### src/rtl/trade_dispatcher_if.sv
// Handshake and data bundle between the order processor / exchange sender
// and trade_dispatcher. The master side feeds orders and drains trades; the
// slave side is the dispatcher itself. Statistics signals exist only when
// TRADE_DISP_STATS_EN is defined.
interface trade_dispatcher_if #(
  parameter int DEPTH = 8
);
  localparam int CW = $clog2(DEPTH) + 1;

  logic          order_valid;
  logic [4:0]    client_id;
  logic [31:0]   amount;
  logic [31:0]   accumulated_orders;
  logic [31:0]   max_to_trade;
  logic          thenewmax;
  logic          trade_valid;
  logic          trade_ready;
  logic [4:0]    trade_client_id;
  logic [31:0]   trade_amount;
  logic          reject;
  logic [4:0]    reject_client_id;
  logic          halted;
  logic [CW-1:0] fifo_count;
`ifdef TRADE_DISP_STATS_EN
  logic [15:0]   accepted_cnt;
  logic [15:0]   rejected_cnt;
`endif

  modport master (
    output order_valid, client_id, amount, accumulated_orders, max_to_trade,
           thenewmax, trade_ready,
    input  trade_valid, trade_client_id, trade_amount, reject,
           reject_client_id, halted, fifo_count
`ifdef TRADE_DISP_STATS_EN
    , input accepted_cnt, rejected_cnt
`endif
  );

  modport slave (
    input  order_valid, client_id, amount, accumulated_orders, max_to_trade,
           thenewmax, trade_ready,
    output trade_valid, trade_client_id, trade_amount, reject,
           reject_client_id, halted, fifo_count
`ifdef TRADE_DISP_STATS_EN
    , output accepted_cnt, rejected_cnt
`endif
  );
endinterface

### src/rtl/trade_dispatcher.sv
// trade_dispatcher: gates accumulated orders against the trading limit,
// queues accepted orders in a first-word-fall-through FIFO toward the
// exchange sender, pulses reject for refused orders and halts trading after
// REJECT_LIMIT consecutive limit breaches until a new maximum is loaded.
// Optional feature macro: TRADE_DISP_STATS_EN adds saturating accept/reject
// counters (accepted_cnt / rejected_cnt) on the interface.
module trade_dispatcher #(
  parameter int DEPTH        = 8,
  parameter int REJECT_LIMIT = 4
) (
  input logic             clk,
  input logic             rst,
  trade_dispatcher_if.slave bus
);
  localparam int AW = $clog2(DEPTH);
  localparam int CW = AW + 1;
  localparam logic [CW-1:0] FULL_CNT  = CW'(DEPTH);
  localparam logic [3:0]    LIMIT_RUN = 4'(REJECT_LIMIT);

  typedef enum logic {
    ACTIVE = 1'b0,
    HALTED = 1'b1
  } state_t;

  state_t        state, state_nxt;
  logic [3:0]    breach_run, breach_run_nxt;
  logic [36:0]   mem [DEPTH];
  logic [AW-1:0] wr_ptr, rd_ptr;
  logic [CW-1:0] count;
  logic          is_halted, is_breach, is_full;
  logic          push, pop, rej, breach_hit, limit_hit;
  logic          reject_q;
  logic [4:0]    reject_id_q;

  // Order evaluation in priority order: halted, limit breach, FIFO full, accept.
  always_comb begin
    is_halted  = (state == HALTED);
    is_breach  = (bus.accumulated_orders > bus.max_to_trade);
    is_full    = (count == FULL_CNT);
    breach_hit = bus.order_valid && !is_halted && is_breach;
    push       = bus.order_valid && !is_halted && !is_breach && !is_full;
    rej        = bus.order_valid && !push;
    pop        = (count != '0) && bus.trade_ready;
    limit_hit  = breach_hit && ((breach_run + 4'd1) == LIMIT_RUN);
  end

  // Breach run: order effect first, then a new maximum clears it.
  always_comb begin
    breach_run_nxt = breach_run;
    if (breach_hit) begin
      breach_run_nxt = breach_run + 4'd1;
    end else if (push) begin
      breach_run_nxt = 4'd0;
    end
    if (bus.thenewmax) begin
      breach_run_nxt = 4'd0;
    end
  end

  // FSM state and breach-run registers.
  always_ff @(posedge clk or posedge rst) begin
    if (rst) begin
      state      <= ACTIVE;
      breach_run <= 4'd0;
    end else begin
      state      <= state_nxt;
      breach_run <= breach_run_nxt;
    end
  end

  // FSM next state; a coincident new maximum overrides the halting breach.
  always_comb begin
    state_nxt = state;
    case (state)
      ACTIVE: if (limit_hit && !bus.thenewmax) state_nxt = HALTED;
      HALTED: if (bus.thenewmax)               state_nxt = ACTIVE;
      default: state_nxt = ACTIVE;
    endcase
  end

  // FSM outputs.
  always_comb begin
    bus.halted = (state == HALTED);
  end

  // FIFO storage; contents need no reset since the head is masked when empty.
  always_ff @(posedge clk) begin
    if (push) begin
      mem[wr_ptr] <= {bus.client_id, bus.amount};
    end
  end

  // FIFO pointers and occupancy; pointers wrap naturally at DEPTH.
  always_ff @(posedge clk or posedge rst) begin
    if (rst) begin
      wr_ptr <= '0;
      rd_ptr <= '0;
      count  <= '0;
    end else begin
      if (push) wr_ptr <= wr_ptr + AW'(1);
      if (pop)  rd_ptr <= rd_ptr + AW'(1);
      case ({push, pop})
        2'b10:   count <= count + CW'(1);
        2'b01:   count <= count - CW'(1);
        default: count <= count;
      endcase
    end
  end

  // Head presentation: first word falls through, zeroed while empty.
  always_comb begin
    bus.trade_valid = (count != '0);
    bus.fifo_count  = count;
    if (count != '0) begin
      {bus.trade_client_id, bus.trade_amount} = mem[rd_ptr];
    end else begin
      bus.trade_client_id = '0;
      bus.trade_amount    = '0;
    end
  end

  // Reject pulse and sticky id of the most recent rejected order.
  always_ff @(posedge clk or posedge rst) begin
    if (rst) begin
      reject_q    <= 1'b0;
      reject_id_q <= '0;
    end else begin
      reject_q <= rej;
      if (rej) reject_id_q <= bus.client_id;
    end
  end

  // Reject outputs.
  always_comb begin
    bus.reject           = reject_q;
    bus.reject_client_id = reject_id_q;
  end

`ifdef TRADE_DISP_STATS_EN
  logic [15:0] acc_cnt_q, rej_cnt_q;

  // Saturating accept/reject statistics.
  always_ff @(posedge clk or posedge rst) begin
    if (rst) begin
      acc_cnt_q <= '0;
      rej_cnt_q <= '0;
    end else begin
      if (push && acc_cnt_q != 16'hFFFF) acc_cnt_q <= acc_cnt_q + 16'd1;
      if (rej  && rej_cnt_q != 16'hFFFF) rej_cnt_q <= rej_cnt_q + 16'd1;
    end
  end

  // Statistics outputs.
  always_comb begin
    bus.accepted_cnt = acc_cnt_q;
    bus.rejected_cnt = rej_cnt_q;
  end
`endif

endmodule
### src/flat_wrapper.sv
// flat-port wrapper written by rule: the top's interface ports become plain ports
module trade_dispatcher_flat 
#(
  parameter int DEPTH        = 8,
  parameter int REJECT_LIMIT = 4
)
  (clk, rst, bus_order_valid, bus_client_id, bus_amount, bus_accumulated_orders, bus_max_to_trade, bus_thenewmax, bus_trade_ready, bus_trade_valid, bus_trade_client_id, bus_trade_amount, bus_reject, bus_reject_client_id, bus_halted, bus_fifo_count);
  trade_dispatcher_if #(.DEPTH(DEPTH)) bus_i ();
  input logic clk;
  input logic rst;
  input wire logic [$bits(bus_i.order_valid)-1:0] bus_order_valid;
  input wire logic [$bits(bus_i.client_id)-1:0] bus_client_id;
  input wire logic [$bits(bus_i.amount)-1:0] bus_amount;
  input wire logic [$bits(bus_i.accumulated_orders)-1:0] bus_accumulated_orders;
  input wire logic [$bits(bus_i.max_to_trade)-1:0] bus_max_to_trade;
  input wire logic [$bits(bus_i.thenewmax)-1:0] bus_thenewmax;
  input wire logic [$bits(bus_i.trade_ready)-1:0] bus_trade_ready;
  output wire logic [$bits(bus_i.trade_valid)-1:0] bus_trade_valid;
  output wire logic [$bits(bus_i.trade_client_id)-1:0] bus_trade_client_id;
  output wire logic [$bits(bus_i.trade_amount)-1:0] bus_trade_amount;
  output wire logic [$bits(bus_i.reject)-1:0] bus_reject;
  output wire logic [$bits(bus_i.reject_client_id)-1:0] bus_reject_client_id;
  output wire logic [$bits(bus_i.halted)-1:0] bus_halted;
  output wire logic [$bits(bus_i.fifo_count)-1:0] bus_fifo_count;
  assign bus_i.order_valid = bus_order_valid;
  assign bus_i.client_id = bus_client_id;
  assign bus_i.amount = bus_amount;
  assign bus_i.accumulated_orders = bus_accumulated_orders;
  assign bus_i.max_to_trade = bus_max_to_trade;
  assign bus_i.thenewmax = bus_thenewmax;
  assign bus_i.trade_ready = bus_trade_ready;
  assign bus_trade_valid = bus_i.trade_valid;
  assign bus_trade_client_id = bus_i.trade_client_id;
  assign bus_trade_amount = bus_i.trade_amount;
  assign bus_reject = bus_i.reject;
  assign bus_reject_client_id = bus_i.reject_client_id;
  assign bus_halted = bus_i.halted;
  assign bus_fifo_count = bus_i.fifo_count;
  trade_dispatcher #(.DEPTH(DEPTH), .REJECT_LIMIT(REJECT_LIMIT)) u_core (.clk(clk), .rst(rst), .bus(bus_i));
endmodule
### config.mk
export PLATFORM = sky130hd
export DESIGN_NAME = trade_dispatcher_flat
export DESIGN_NICKNAME = d
export VERILOG_FILES = /design/src/rtl/trade_dispatcher_if.sv /design/src/rtl/trade_dispatcher.sv /design/src/flat_wrapper.sv
export SDC_FILE = /design/constraint.sdc
export NUM_CORES = 1
export LEC_CHECK = 0
export ABC_AREA = 1
export BUFFER_PORTS_ARGS = -buffer_cell sky130_fd_sc_hd__buf_2
export CORE_MARGIN = 2
export CORE_UTILIZATION = 40
export DETAILED_ROUTE_END_ITERATION = 10
export PLACE_DENSITY = 0.6
export SLEW_MARGIN = 20
export SYNTH_ARGS = -nofsm -noshare
export SYNTH_HDL_FRONTEND = slang
export SYNTH_SLANG_ARGS = --single-unit
### constraint.sdc
create_clock -name clk -period 5.85 [get_ports clk]
set_input_delay 0.585 -clock clk [delete_from_list [all_inputs] [get_ports clk]]
set_output_delay 0.585 -clock clk [all_outputs]
set_load 0.05 [all_outputs]
==> metrics.txt <==
total gr overflow 0; initial antenna violation count 0; fin crit share approximately two thirds; Final setup viols 0; fin nets approximately 1400; Post-synth ARST share under 10%; CTS Buffer Depth 3; reg2reg path depth 14; placed cells between 1500 and 2000; final std cells w/o fill ~1700; core footprint between 30000 and 40000 um^2; Post-CTS Hold Buffers 0; Clock Skews about 0.011 ns; Worst-path clk slew around 0.050 ns; Peak VDD IR 0.318 mV; CP arrival 3.22 ns; synth warn 0; Hold Fails Final Rpt 0; register area share after synthesis approximately 70%; Slew @ Worst Pin 0.938 ns; status finished clean; first-pass GRT wire length around 48000 um; DRT Pass-1 Iters 5; number of flops mapped to enable cells by yosys ~300; flop2flop setup slack around 3 ns; Synth Cell Area 13400 um^2; pin count of the biggest net entering global routing 116; Leakage 5.82 nW; Seq cells post-synth 317; clock buffer count from CTS 35; layout cells sized above 1 18.8%; Initial Util about two fifths; DIE AREA between 30000 and 40000 um^2; crit start category flop; top post-synthesis cells by area edfxtp_1 (67%), o21ai_0 (6.9%), nor2_1 (6.7%); Pwr Total approximately 8.2 mW; Layout Utilization a little under half; Area Growth Syn to Fin 17.4%; # DRC 0; maxcap violations 0; DP Wirelength 17000 um; number of global-route vias before repair 9051; Die Y 187 um; RSZ-0062 raised after global routing false; wire per inst around 17 um; syn_area_per_cell 12.1 um^2; post-route ant nets 0; worst-path maximum fanout around 120; routability cong. about 0.76; top cell type's share of synthesized area between 60% and 70%; ANT cells 0; Min-Delay Path Class in2async; CTS Root Buffer Type clkbuf_16; final slew viol count 0; clock latency on the worst-skew pair between 0.5 and 0.6 ns; Tmin final about 3.8 ns; 1st-iter DRT viols 747; post-cts sizing count 0; TritonCTS Sinks 317; syn_nets around 1300; power density cells 524 nW/um^2; Gate Count Post-Synth about 1100; final worst slack a little over 2 ns; via count between 8000 and 9000; Max-slew headroom about 37%; worst slack, placed 2.29 ns; I/O Buffers 154; # H-tree levels 2; critical path class reg2out; post-CTS setup buffers 0; I/O Pins 155; routed wire length 29800 um; setup_tns 0 ns; CTS tree done; All-Layer GR Usage approximately 17%; worst r2r dst u_core.bus.fifo_count[3]; f_max ~0.26 GHz; drt via density 5.18; CP required 5.27 ns; chip width about 190 um; synth unique cells 36; CP endpoint kind output pin; number of cell rows 66; r2r startpoint u_core.bus.fifo_count[0]; dominant synthesized flop cell edfxtp_1; post-synth top area cell edfxtp_1
## synthesized netlist by cell type (2+ instances only)
master,n
clkbuf_1,39
nor2_1,240
o21a_1,2
buf_1,3
nand4_1,9
xor2_1,6
nand2_2,2
inv_1,53
a31oi_1,37
edfxtp_1,296
buf_2,17
dfrtp_1,21
a21oi_1,14
a21o_1,2
nand3_1,11
nand2_1,66
nor2_2,4
inv_2,3
o21ai_0,183
o21ai_1,10
o22ai_1,37
ha_1,38
## registers in the layout, summed over array words and instances, names as in the netlist
register	count
u_core.bus.reject	1
u_core.bus.reject_client_id	5
u_core.bus.halted	1
u_core.breach_run	4
u_core.wr_ptr	3
u_core.rd_ptr	3
u_core.mem	296
u_core.bus.fifo_count	4
## metal layers
layer,part of all wire (%),track usage [%]
met3,4.9,2.67
met2,49,29.6
met1,44,22.5
met4,2.2,5.68
met5,0,0
## report_power, final
group	switching (mW)	internal (mW)	total, mW
sequential	0.119	2.72	2.84
combinational	2.53	0.791	3.32
clock	0.830	1.24	2.07
## through the flow
| stage | area (um^2) | hold slack, ns |
|---|---|---|
| after floorplan | 13400 | 0.493 |
| after detailed placement | 14600 | 0.457 |
| after global routing | 15700 | 0.325 |
| after CTS | 15700 | 0.284 |
| final | 15700 | 0.257 |
| after global placement | 14600 | 0.450 |
## cells by family (layout without fill, tap and decap cells)
| logic type | count (synthesis) | count (layout) | synth area share, % |
|---|---|---|---|
| and+or+nand+nor | 339 | 339 | 10.1 |
| DFF | 317 | 317 | 70.4 |
| AOI/OAI and AO/OA | 287 | 287 | 11.7 |
| buffers and inverters | 118 | 287 | 3.56 |
| adders and majority gates | 39 | 39 | 3.71 |
| xor gates and xnor gates | 7 | 7 | 0.459 |
## cells in the final DEF (no fill, tap or decap), drive strengths merged, types with 16 or more instances in the layout
| master | count |
|---|---|
| a31oi | 37 |
| buf | 169 |
| clkbuf | 44 |
| clkinv | 16 |
| dfrtp | 21 |
| edfxtp | 296 |
| ha | 38 |
| inv | 56 |
| nand2 | 69 |
| nor2 | 244 |
| o21ai | 193 |
| o22ai | 37 |
## layout make-up
class / instances / area (um^2)
Clock inverter: 17 / 134
Clock buffer: 44 / 952
Inverter: 57 / 220
Sequential cell: 317 / 9420
Fill cell: 2967 / 17000
Tap cell: 442 / 553
Timing Repair Buffer: 169 / 883
Multi-Input combinational cell: 672 / 3530
## worst max path at each step
| stage | start | end | slack [ns] | depth (start not counted) |
|---|---|---|---|---|
| after floorplan | bus_max_to_trade[19] | u_core.mem[1][0] | 2.11 | 12 |
| after global placement | bus_max_to_trade[19] | u_core.mem[3][3] | 2.32 | 14 |
| after detailed placement | bus_max_to_trade[19] | u_core.mem[2][3] | 2.29 | 13 |
| after CTS | u_core.rd_ptr[0] | bus_trade_amount[22] | 1.80 | 7 |
| after global routing | u_core.rd_ptr[0] | bus_trade_amount[22] | 1.82 | 7 |
| final | u_core.rd_ptr[0] | bus_trade_amount[22] | 2.05 | 7 |
## worst max-delay path, stage by stage, from the launching register on
cell and delay (ns):
dfrtp_4 0.68, inv_6 0.66, buf_4 0.44, o21ai_0 0.13
o22ai_1 0.13, o21ai_0 0.09, a31oi_1 0.23, buf_2 0.30
Power figures use the tool's default switching activity.
